### src/rtl/fuzzy_1.sv
// Two-input interval type-2 fuzzy controller: grades, 9 rules, centroid defuzzifier.
// One pass takes 11 clk_0 cycles; inputs are captured at step 0 only.
module fuzzy_1 (
    input  logic       Srst,
    input  logic [7:0] Entrada_01,
    input  logic [7:0] Entrada_02,
    input  logic       EN_REGRAS,
    output logic [7:0] saida_defuzzy,
    input  logic       clk_0,
    output logic       Sclk_int,
    output logic [3:0] SSequencia_regras,
    output logic       SReset_Memoria,
    output logic [5:0] FOU_ATIVO,
    output logic [7:0] sFOU_01_UP,
    output logic [7:0] sFOU_02_UP,
    output logic [7:0] sFOU_03_UP,
    output logic [7:0] sFOU_01_LOW,
    output logic [7:0] sFOU_02_LOW,
    output logic [7:0] sFOU_03_LOW,
    output logic [7:0] sFOU_04_UP,
    output logic [7:0] sFOU_05_UP,
    output logic [7:0] sFOU_06_UP,
    output logic [7:0] sFOU_04_LOW,
    output logic [7:0] sFOU_05_LOW,
    output logic [7:0] sFOU_06_LOW,
    output logic [7:0] Ssaida_UP_0,
    output logic [7:0] Ssaida_LOW_0,
    output logic [7:0] Ssaida_UP_1,
    output logic [7:0] Ssaida_LOW_1,
    output logic [7:0] Ssaida_UP_2,
    output logic [7:0] Ssaida_LOW_2
);

    function automatic logic [7:0] sat(input int v);
        if (v < 0)        return 8'd0;
        else if (v > 255) return 8'd255;
        else              return v[7:0];
    endfunction

    function automatic logic [7:0] low_up(input logic [7:0] x);
        if (x <= 8'd48)      return 8'd255;
        else if (x < 8'd112) return sat((112 - int'(x)) * 4);
        else                 return 8'd0;
    endfunction

    function automatic logic [7:0] low_lo(input logic [7:0] x);
        if (x <= 8'd32)     return 8'd192;
        else if (x < 8'd96) return sat((96 - int'(x)) * 3);
        else                return 8'd0;
    endfunction

    function automatic logic [7:0] med_up(input logic [7:0] x);
        if (x < 8'd48)        return 8'd0;
        else if (x <= 8'd112) return sat((int'(x) - 48) * 4);
        else if (x <= 8'd144) return 8'd255;
        else if (x <= 8'd208) return sat((208 - int'(x)) * 4);
        else                  return 8'd0;
    endfunction

    function automatic logic [7:0] med_lo(input logic [7:0] x);
        if (x < 8'd64)        return 8'd0;
        else if (x <= 8'd128) return sat((int'(x) - 64) * 3);
        else if (x <= 8'd192) return sat((192 - int'(x)) * 3);
        else                  return 8'd0;
    endfunction

    function automatic logic [7:0] high_up(input logic [7:0] x);
        if (x <= 8'd144)      return 8'd0;
        else if (x <= 8'd208) return sat((int'(x) - 144) * 4);
        else                  return 8'd255;
    endfunction

    function automatic logic [7:0] high_lo(input logic [7:0] x);
        if (x <= 8'd160)      return 8'd0;
        else if (x <= 8'd224) return sat((int'(x) - 160) * 3);
        else                  return 8'd192;
    endfunction

    logic [3:0]       r_step;
    logic [5:0][7:0]  r_up;
    logic [5:0][7:0]  r_lo;
    logic [5:0]       r_act;
    logic [2:0][7:0]  r_agg_up;
    logic [2:0][7:0]  r_agg_lo;
    logic [7:0]       r_out;

    logic [5:0][7:0]  w_gu;
    logic [5:0][7:0]  w_gl;
    logic [5:0]       w_act;
    logic [1:0]       w_i;
    logic [1:0]       w_j;
    logic [1:0]       w_k;
    logic [2:0]       w_ij;
    logic [7:0]       w_fu;
    logic [7:0]       w_fl;
    logic [7:0]       w_ua;
    logic [7:0]       w_ub;
    logic [7:0]       w_la;
    logic [7:0]       w_lb;
    logic             w_s0;
    logic             w_s10;
    logic             w_rule;
    logic [8:0]       w_f0;
    logic [8:0]       w_f1;
    logic [8:0]       w_f2;
    logic [9:0]       w_sum;
    logic [17:0]      w_num;
    logic [7:0]       w_q;

    always_comb begin
        w_gu[0] = low_up(Entrada_01);
        w_gu[1] = med_up(Entrada_01);
        w_gu[2] = high_up(Entrada_01);
        w_gu[3] = low_up(Entrada_02);
        w_gu[4] = med_up(Entrada_02);
        w_gu[5] = high_up(Entrada_02);
        w_gl[0] = low_lo(Entrada_01);
        w_gl[1] = med_lo(Entrada_01);
        w_gl[2] = high_lo(Entrada_01);
        w_gl[3] = low_lo(Entrada_02);
        w_gl[4] = med_lo(Entrada_02);
        w_gl[5] = high_lo(Entrada_02);
        for (int n = 0; n < 6; n++) w_act[n] = (w_gu[n] != 8'd0);
    end

    assign w_s0   = (r_step == 4'd0);
    assign w_s10  = (r_step == 4'd10);
    assign w_rule = !w_s0 && !w_s10;

    // rule (i,j) for steps 1..9, row-major over input-1 set then input-2 set
    always_comb begin
        {w_i, w_j} = 4'b0000;
        case (r_step)
            4'd1:    {w_i, w_j} = 4'b0000;
            4'd2:    {w_i, w_j} = 4'b0001;
            4'd3:    {w_i, w_j} = 4'b0010;
            4'd4:    {w_i, w_j} = 4'b0100;
            4'd5:    {w_i, w_j} = 4'b0101;
            4'd6:    {w_i, w_j} = 4'b0110;
            4'd7:    {w_i, w_j} = 4'b1000;
            4'd8:    {w_i, w_j} = 4'b1001;
            4'd9:    {w_i, w_j} = 4'b1010;
            default: {w_i, w_j} = 4'b0000;
        endcase
    end

    assign w_ua = r_up[3'(w_i)];
    assign w_ub = r_up[3'(w_j) + 3'd3];
    assign w_la = r_lo[3'(w_i)];
    assign w_lb = r_lo[3'(w_j) + 3'd3];
    assign w_fu = (w_ua < w_ub) ? w_ua : w_ub;
    assign w_fl = (w_la < w_lb) ? w_la : w_lb;
    assign w_ij = 3'(w_i) + 3'(w_j);
    assign w_k  = (w_ij <= 3'd1) ? 2'd0 : (w_ij == 3'd2) ? 2'd1 : 2'd2;

    assign w_f0  = (9'(r_agg_up[0]) + 9'(r_agg_lo[0])) >> 1;
    assign w_f1  = (9'(r_agg_up[1]) + 9'(r_agg_lo[1])) >> 1;
    assign w_f2  = (9'(r_agg_up[2]) + 9'(r_agg_lo[2])) >> 1;
    assign w_sum = 10'(w_f0) + 10'(w_f1) + 10'(w_f2);
    assign w_num = 18'(w_f0) * 18'd32 + 18'(w_f1) * 18'd128
                 + 18'(w_f2) * 18'd224;
    assign w_q   = 8'(w_num / 18'(w_sum));

    always_ff @(posedge clk_0 or negedge Srst) begin
        if (!Srst) begin
            r_step   <= '0;
            r_up     <= '0;
            r_lo     <= '0;
            r_act    <= '0;
            r_agg_up <= '0;
            r_agg_lo <= '0;
            r_out    <= '0;
        end else if (EN_REGRAS) begin
            r_step <= w_s10 ? 4'd0 : r_step + 4'd1;
            unique case (1'b1)
                w_s0: begin
                    r_up     <= w_gu;
                    r_lo     <= w_gl;
                    r_act    <= w_act;
                    r_agg_up <= '0;
                    r_agg_lo <= '0;
                end
                w_s10: begin
                    r_out <= (w_sum == 10'd0) ? 8'd128 : w_q;
                end
                w_rule: begin
                    if (w_fu > r_agg_up[w_k]) r_agg_up[w_k] <= w_fu;
                    if (w_fl > r_agg_lo[w_k]) r_agg_lo[w_k] <= w_fl;
                end
                default: ;
            endcase
        end
    end

    assign saida_defuzzy     = r_out;
    assign Sclk_int          = w_s10;
    assign SSequencia_regras = r_step;
    assign SReset_Memoria    = w_s0 & Srst;
    assign FOU_ATIVO         = r_act;
    assign sFOU_01_UP        = r_up[0];
    assign sFOU_02_UP        = r_up[1];
    assign sFOU_03_UP        = r_up[2];
    assign sFOU_04_UP        = r_up[3];
    assign sFOU_05_UP        = r_up[4];
    assign sFOU_06_UP        = r_up[5];
    assign sFOU_01_LOW       = r_lo[0];
    assign sFOU_02_LOW       = r_lo[1];
    assign sFOU_03_LOW       = r_lo[2];
    assign sFOU_04_LOW       = r_lo[3];
    assign sFOU_05_LOW       = r_lo[4];
    assign sFOU_06_LOW       = r_lo[5];
    assign Ssaida_UP_0       = r_agg_up[0];
    assign Ssaida_UP_1       = r_agg_up[1];
    assign Ssaida_UP_2       = r_agg_up[2];
    assign Ssaida_LOW_0      = r_agg_lo[0];
    assign Ssaida_LOW_1      = r_agg_lo[1];
    assign Ssaida_LOW_2      = r_agg_lo[2];

endmodule

### config.mk
export PLATFORM = sky130hd
export DESIGN_NAME = fuzzy_1
export DESIGN_NICKNAME = d
export VERILOG_FILES = /design/src/rtl/fuzzy_1.sv
export SDC_FILE = /design/constraint.sdc
export NUM_CORES = 1
export LEC_CHECK = 0
export BUFFER_PORTS_ARGS = -buffer_cell sky130_fd_sc_hd__clkbuf_2
export CAP_MARGIN = 20
export CORE_MARGIN = 2
export CORE_UTILIZATION = 61
export CTS_BUF_LIST = sky130_fd_sc_hd__clkbuf_4 sky130_fd_sc_hd__clkbuf_8
export DETAILED_ROUTE_END_ITERATION = 16
export GPL_TIMING_DRIVEN = 0
export PLACE_DENSITY = 0.81
export SYNTH_ARGS = -nofsm -noshare
export SYNTH_HDL_FRONTEND = slang
export SYNTH_SLANG_ARGS = --single-unit
### constraint.sdc
create_clock -name clk_0 -period 53.4 [get_ports clk_0]
set_clock_uncertainty 0.05 [all_clocks]
set_input_delay 0 -clock clk_0 [delete_from_list [all_inputs] [get_ports clk_0]]
set_output_delay 0 -clock clk_0 [all_outputs]
set_load 0.05 [all_outputs]
### Word level (Yosys, flattened, before mapping)

Memory sizes are Yosys's and may differ from the RTL's.
Index checks and enable logic that the tools add are counted.

| cells by class | value |
|---|---|
| add/sub/neg operators | 26 |
| multipliers | 9 |
| div/mod/pow operators | 1 |
| order comparisons | 67 |
| equal/unequal tests | 4 |
| muxes and demuxes | 88 |
| bitwise logic cells | 1 |
| reduce and logical (&&, ||, !) cells | 17 |

Operators with widths:

| operator | count |
|---|---|
| 2-to-1 mux 8 bit | 72 |
| greater-than comparator 12 x 9 -> 1 bit (second input constant) | 8 |
| less-or-equal comparator 8 bit (second input constant) | 12 |
| < comparator 12 x 1 -> 1 bit (second input constant) | 8 |
| multiplier 9 x 3 -> 12 bit (second input constant) | 8 |
| one-hot mux 24 bit (2 select lines) | 2 |
| greater-than comparator 11 x 9 -> 1 bit (second input constant) | 8 |
| < comparator 11 x 1 -> 1 bit (second input constant) | 8 |
| binary-select mux 8 bit (select 2 bit) | 4 |
| binary-select mux 8 bit (select 3 bit) | 2 |
| bitwise mux 24 bit | 2 |
| < comparator 8 x 7 -> 1 bit (second input constant) | 6 |
| 2-to-1 mux 24 bit | 2 |
| nonzero test 8 bit | 6 |
| adder 8 x 8 -> 9 bit | 4 |
| subtractor 7 x 8 -> 9 bit (first input constant) | 4 |
| subtractor 8 x 8 -> 9 bit (first input constant) | 4 |
| subtractor 8 x 8 -> 9 bit (second input constant) | 4 |
| less-or-equal comparator 8 x 6 -> 1 bit (second input constant) | 4 |
| divider 18 x 10 -> 18 bit | 1 |
| subtractor 8 x 6 -> 9 bit (second input constant) | 2 |
| subtractor 8 x 7 -> 9 bit (second input constant) | 2 |
| adder 16 x 16 -> 17 bit | 1 |
| adder 13 x 15 -> 16 bit | 1 |
| 28 further kinds | 38 |

| storage, ports and cells | value |
|---|---|
| bits in registers | 162 |
| ROM bits | 64 |
| input port bits | 19 |
| output and inout port bits | 164 |
| word-level logic and storage cells | 235 |
| memories kept | 1 |

Memory list:

| name | depth | width | read ports | clocked after Yosys merged registers in | wr ports | line | source |
|---|---|---|---|---|---|---|---|
| (no name shown) | 16 | 4 | 1 | 0 | 0 | 133 | `case (r_step)` |

### Logic depth before layout (Yosys ltp)

Gate-level depths: netlist of the first run.
An unclocked memory read counts as a cell.

| logic depth | value |
|---|---|
| depth in word-level cells | 12 |
| depth in mapped cells | 200 |
| gate-level depth less buffers | 189 |

### Worst setup path before layout of the first run

Ideal clock, no wire load.

| timing path | value |
|---|---|
| path type | register -> register |
| start point | register r_agg_up, in the netlist Ssaida_UP_2[1] |
| end point | register r_out[0] (netlist: saida_defuzzy[0]) |
| library setup time | 0.126 ns |
| data arrival time | 39.084 ns |
| required time | 53.224 ns |
| path slack | 14.140 ns |
| stages on the path, launching flop included | 190 |
| path buffers | 12 |
| period minus slack after synthesis | 39.260 ns |
| cells stage by stage | dfrtp_1 -> inv_1 -> fa_1 -> inv_1 -> a21oi_1 -> o21bai_1 -> xor2_1 -> inv_1 -> fa_1 -> inv_1 -> ha_1 -> a21o_1 -> a21oi_1 -> o21ai_0 -> a21oi_1 -> xnor2_1 -> fa_1 -> ha_1 -> [... 154 more ...] -> o21a_1 -> o21a_1 -> o21a_1 -> o21ai_0 -> nand2b_1 -> nor3_1 -> nand3_4 -> mux2_2 -> ha_1 -> a21o_1 -> a21oi_1 -> nor2b_1 -> a211oi_1 -> o21ai_0 -> a211o_1 -> o22ai_1 -> a21oi_1 -> a221o_1 |

| on the way | value |
|---|---|
| longest elaborated chain between the ends | 5 |
| elaborated cells on any way between the ends | 7 |
| those cells by class | add/sub (3); mul (1); div (1); mux (1); reduce/logical (1) |

RTL lines:

| element | line | source |
|---|---|---|
| start: declaration | 83 | `logic [2:0][7:0] r_agg_up;` |
| start signal: assignment | 170 | `r_agg_up <= '0;` |
| start signal: assignment | 180 | `r_agg_up <= '0;` |
| adder 8 x 8 -> 9 bit (*) | 158 | `assign w_f2 = (9'(r_agg_up[2]) + 9'(r_agg_lo[2])) >> 1;` |
| multiplier 8 x 3 -> 11 bit | 161 | `+ 18'(w_f2) * 18'd224;` |
| adder 16 x 16 -> 17 bit | 161 |  |
| divider 18 x 10 -> 18 bit | 162 | `assign w_q = 8'(w_num / 18'(w_sum));` |
| 2-to-1 mux 8 bit (*) | 184 | `r_out <= (w_sum == 10'd0) ? 8'd128 : w_q;` |
| end signal: assignment | 184 |  |
| end: declaration | 85 | `logic [7:0] r_out;` |

Every way passes the cells marked *; elsewhere a longest branch is shown, timed or not.
A chain may end at the register's enable or synchronous reset.

### Worst setup path in the final report of the first run

Same ends and word-level chain as after synthesis.

==> impl_metrics.tcl, run 1 <==
set metrics [dict create \
    netlist_area_sq_mm 0.0229 \
    fin_util 0.668 \
    finalHoldViolations 0 \
    crit_top_cell "o21a_1" \
    synth.area.top_cells "ha_1, dfrtp_1, o21ai_0" \
    max_clock_freq_mhz 20.8 \
    async_flop_share 1.00 \
    nets 3504 \
    grt_start_max_net_pins 93 \
    synth_edf_count 0 \
    cp-start-kind "register" \
    layout_common_cells "ha_1, nand2_1, o21ai_0" \
    slew-limit-headroom 0.343 \
    initial_core_util 0.615 \
    status "finished, final reports clean" \
    antenna_found_initial 0 \
    rr_worst_depth 186 \
    ys_seq_elements 153 \
    cp.arrival_ns 48.31 \
    wire_per_inst_um 20.4 \
    ys_seq_area_frac 0.167 \
    finalMaxSlewViolations 0 \
    cts.sinks 153 \
    wl_mm 73.4 \
    syn2layout_area_growth_pct 8.64 \
    synthAdderAreaFrac 0.218 \
    finalCritPeriodShare 0.899 \
    reg2reg_from "Ssaida_UP_2[1]$_DFFE_PN0P_" \
    track_usage 0.371 \
    muxShareOfSynthArea 0.0689 \
    grt_pass1_wl_mm 115 \
    grt_pass1_vias 22800 \
    vias 23200 \
    yosys.area.top_type "ha_1" \
    synth_simple_gate_area_frac 0.189 \
    reg2reg_to "saida_defuzzy[0]$_DFFE_PN0P_" \
    dp_hpwl_mm 59.9 \
    synthCells 2897 \
    drtPass1Iterations 6 \
    avgViaCountPerCell 6.45 \
    die_h_um 198 \
    rsz0062_at_grt "false" \
    drt_iter0_drc 1743 \
    dieWidth_um 198 \
    worst-path-max-fanout 10 \
    synth_top_family_by_area "compound AO/OA/AOI/OAI gates" \
    cp_slowest_cell "a221oi_1" \
    yosysWarnings 0 \
    min_period_ns 48.00 \
    worstMarginPinSlew_ns 0.977 \
    cts_resized 0 \
    fillerInstances 3239 \
    drive_above_1_share 0.114 \
    yosysUniqueCellTypes 101 \
    post_cts_buffers 0 \
    ios 183 \
    dominantRegCellSynth "dfrtp_1" \
    setup_viol 0 \
    antenna_left 0 \
    slowest_delay_ns 0.68 \
    num_antenna_cells 0 \
    numPortBuffers 182 \
    drv_cap 0 \
    cts_root_buf "clkbuf_8" \
    drc 0 \
    cts_buffer_depth 2 \
    clkTransAtPathRegs_ns 0.09 \
    crit_required_ns 53.71 \
    yosys.area.top_type_share 0.192 \
    coreArea_sq_mm 0.0373 \
    final_common_cell "ha_1" \
    hold_buffers 1 \
    cts_max_level 4 \
    syn_avg_cell_area_sq_um 7.92 \
    path_class "reg -> reg" \
    holdWs_ns 0.0113 \
    grt.overflow.total 0 \
    tns_ns 0 \
    clk_latency_ns 0.47 \
    r2r_slack_ns 5.40 \
    synth_xor_area_frac 0.0599 \
    cts-buffers-inserted 17 \
    min_path_type "in -> async" \
    synth_compound_area_frac 0.253 \
    cts_tree "done" \
    synthesis.nets 3296 \
    gp_congestion 0.976 \
    rows 71 \
    fp.dieArea_sq_mm 0.0392 \
    cp-end-kind "register" \
]
## worst max-delay path by stage
stage	startpoint	endpoint	depth (start not counted)
finish	Ssaida_UP_2[1]$_DFFE_PN0P_	saida_defuzzy[0]$_DFFE_PN0P_	186
global route	Ssaida_UP_2[1]$_DFFE_PN0P_	saida_defuzzy[0]$_DFFE_PN0P_	184
CTS	Ssaida_UP_2[1]$_DFFE_PN0P_	saida_defuzzy[0]$_DFFE_PN0P_	186
detailed placement	Ssaida_UP_2[1]$_DFFE_PN0P_	saida_defuzzy[0]$_DFFE_PN0P_	186
global placement	Ssaida_UP_2[1]$_DFFE_PN0P_	saida_defuzzy[0]$_DFFE_PN0P_	187
floorplan	Ssaida_UP_2[1]$_DFFE_PN0P_	saida_defuzzy[0]$_DFFE_PN0P_	189
## synthesized netlist by cell type (70+ instances only)
cell and n:
a21o_1 73, a21oi_1 254, clkbuf_1 70, dfrtp_1 153, ha_1 352, inv_1 176
nand2_1 318, nor2_1 192, nor3_1 70, o21a_1 74, o21ai_0 272, xnor2_1 88
## critical path, delay by kind of cell (launching register included)
family | cells | cell delay [ns]
simple gates | 36 | 7.82
buf+inv | 17 | 4.53
xor+xnor | 2 | 0.67
flops | 1 | 0.59
fa+ha+maj | 22 | 7.79
mux | 6 | 2.06
compound gates | 103 | 24.32
## metrics by stage
step	setup WS (ns)	std cells	cell area (sq um)
6_report	5.40	3592	24900
2_1_floorplan	14.14	2897	22900
5_1_grt	2.41	3592	24900
4_1_cts	6.33	3591	24900
3_5_place_dp	6.52	3558	24500
3_3_place_gp	7.54	3553	24400
## layout make-up
cell class              count  area, sq um  area share
flip-flops and latches    153         3830       0.154
clock inverters            13          108     0.00432
inverters                 176          661      0.0265
clock buffers              19          262      0.0105
plain buffers              89          383      0.0154
well taps                 474          593      0.0238
multi-input cells        2479        18100       0.725
repair buffers            189         1010      0.0407
## metal layers
layer / track usage / routed length [um]
met5: 0 / 0
met4: 0.212 / 4330
met3: 0.0719 / 5460
met2: 0.647 / 35300
met1: 0.425 / 28400
## logic make-up (layout without fill, tap and decap cells)
family | Yosys count | in the layout
simple gates | 898 | 898
flops | 153 | 153
compound gates | 926 | 926
mux | 115 | 115
other cells | 1 | 1
fa+ha+maj | 383 | 383
xor+xnor | 156 | 156
buf+inv | 265 | 486
## state kept, by name, indices dropped and copies added, names as in the netlist, 8 cells and up
signal and flops:
sFOU_04_LOW 8, sFOU_06_LOW 8, Ssaida_LOW_1 8, Ssaida_LOW_0 8
sFOU_01_LOW 8, Ssaida_LOW_2 8, sFOU_03_LOW 8, sFOU_02_LOW 8
sFOU_05_LOW 8, saida_defuzzy 8
Power of run 1 is left out: the tool's default activity adds up to more than one toggle a clock period on the data nets, which glitch-free logic cannot reach.
==> run 2, diff against run 1 <==
--- a/config.mk
+++ b/config.mk
@@ -8,11 +8,10 @@
 export BUFFER_PORTS_ARGS = -buffer_cell sky130_fd_sc_hd__clkbuf_2
 export CAP_MARGIN = 20
 export CORE_MARGIN = 2
-export CORE_UTILIZATION = 61
+export CORE_UTILIZATION = 30
 export CTS_BUF_LIST = sky130_fd_sc_hd__clkbuf_4 sky130_fd_sc_hd__clkbuf_8
 export DETAILED_ROUTE_END_ITERATION = 16
 export GPL_TIMING_DRIVEN = 0
-export PLACE_DENSITY = 0.81
 export SYNTH_ARGS = -nofsm -noshare
 export SYNTH_HDL_FRONTEND = slang
 export SYNTH_SLANG_ARGS = --single-unit
==> run 2 against run 1 <==
Worst setup slack better by 0.011 ns. Die area up 100%. Cell area increased by 2.9%. Highest routed layer unchanged.
==> impl_metrics.tcl, run 2 (same netlist as run 1, synthesis figures left out) <==
set metrics [dict create \
    finalCritPeriodShare 0.899 \
    antenna_left 0 \
    avgViaCountPerCell 5.44 \
    min_path_type "in -> reg" \
    slew-limit-headroom 0.238 \
    min_period_ns 47.99 \
    wire_per_inst_um 18.8 \
    ios 183 \
    grt_pass1_wl_mm 120 \
    tns_ns 0 \
    hold_start "Entrada_02[1]" \
    status "finished, final reports clean" \
    cts_max_level 4 \
    clkTransAtPathRegs_ns 0.11 \
    setup_viol 0 \
    antenna_found_initial 0 \
    drive_above_1_share 0.114 \
    hold_buffers 5 \
    drtPass1Iterations 6 \
    vias 22300 \
    cts.sinks 153 \
    reg2reg_from "Ssaida_UP_2[1]$_DFFE_PN0P_" \
    holdWs_ns 0.0864 \
    drt_iter0_drc 1436 \
    cts_root_buf "clkbuf_8" \
    drv_cap 0 \
    crit_required_ns 53.75 \
    path_class "reg -> reg" \
    num_antenna_cells 0 \
    hold_depth 5 \
    wl_mm 76.9 \
    worstMarginPinSlew_ns 1.14 \
    numPortBuffers 182 \
    track_usage 0.193 \
    die_h_um 281 \
    cts_buffer_depth 2 \
    finalMaxSlewViolations 0 \
    layout_common_cells "ha_1, nand2_1, o21ai_0" \
    coreArea_sq_mm 0.0758 \
    slowest_delay_ns 0.63 \
    gp_congestion 0.914 \
    cts_resized 0 \
    cts-buffers-inserted 17 \
    drc 0 \
    rr_worst_depth 186 \
    finalHoldViolations 0 \
    fp.dieArea_sq_mm 0.0787 \
    rsz0062_at_grt "false" \
    cp.arrival_ns 48.34 \
    crit_top_cell "o21a_1" \
    grt.overflow.total 0 \
    grt_pass1_vias 21400 \
    post_cts_buffers 0 \
    dp_hpwl_mm 63.2 \
    dieWidth_um 281 \
    cts_tree "done" \
    syn2layout_area_growth_pct 11.8 \
    max_clock_freq_mhz 20.8 \
    cp_slowest_cell "dfrtp_1" \
    worst-path-max-fanout 10 \
    final_common_cell "ha_1" \
    cp-end-kind "register" \
    rows 101 \
    cp-start-kind "register" \
    initial_core_util 0.303 \
    nets 3508 \
    clk_latency_ns 0.51 \
    grt_start_max_net_pins 108 \
    startpoint "Ssaida_UP_2[1]$_DFFE_PN0P_" \
]
run 2: cell count changes in the layout (fill, tap and decap cells not counted), sizes merged:
cell,previous run,this run
clkinvlp,3,0
bufinv,0,2
clkinv,4,5
clkdlybuf4s15,1,0
clkdlybuf4s18,1,0
inv,182,184
buf,23,24
dlygate4sd3,1,4
run 2: final timing paths:
path                                                 to  slack, ns
min                           sFOU_05_UP[3]$_DFFE_PN0P_       0.09
min reg2reg                    FOU_ATIVO[5]$_DFFE_PN0P_       0.45
max in group asynchronous    Ssaida_UP_1[5]$_DFFE_PN0P_      52.19
min in group asynchronous     sFOU_03_UP[6]$_DFFE_PN0P_       0.53
max reg2reg                saida_defuzzy[0]$_DFFE_PN0P_       5.41
max                        saida_defuzzy[0]$_DFFE_PN0P_       5.41
run 2: metal layers:
metal | share of wire | GRT usage | vias up
li1 | - | - | 11000
met1 | 0.44 | 0.246 | 10600
met2 | 0.46 | 0.323 | 645
met3 | 0.070 | 0.0429 | 113
met4 | 0.026 | 0.0577 | 0
met5 | 0 | 0 | -
run 2: final cells by class:
type                    instances  area (sq um)
fillers                      8078         50200
inverters                     176           661
multi-input cells            2479         18100
flip-flops and latches        153          3830
repair buffers                193          1060
clock buffers                  17           234
well taps                     978          1220
clock inverters                15           181
plain buffers                  89           383
run 2: through the flow:
step	util	cells	cell area, sq um	setup slack (ns)
3_5_place_dp	0.332	4060	25200	6.09
6_report	0.338	4100	25700	5.41
4_1_cts	0.338	4097	25600	5.86
5_1_grt	0.338	4100	25700	1.76
3_3_place_gp	0.331	4057	25100	6.30
2_1_floorplan	-	2897	22900	14.14
run 2: worst max-delay path: cells and delay by family (launching register included):
family / cells / cell delay (ns)
flops: 1 / 0.63
mux: 6 / 2.04
compound gates: 103 / 23.91
xor+xnor: 2 / 0.72
buf+inv: 17 / 4.73
simple gates: 36 / 7.99
fa+ha+maj: 22 / 7.70
Power of run 2 is left out for the same reason.
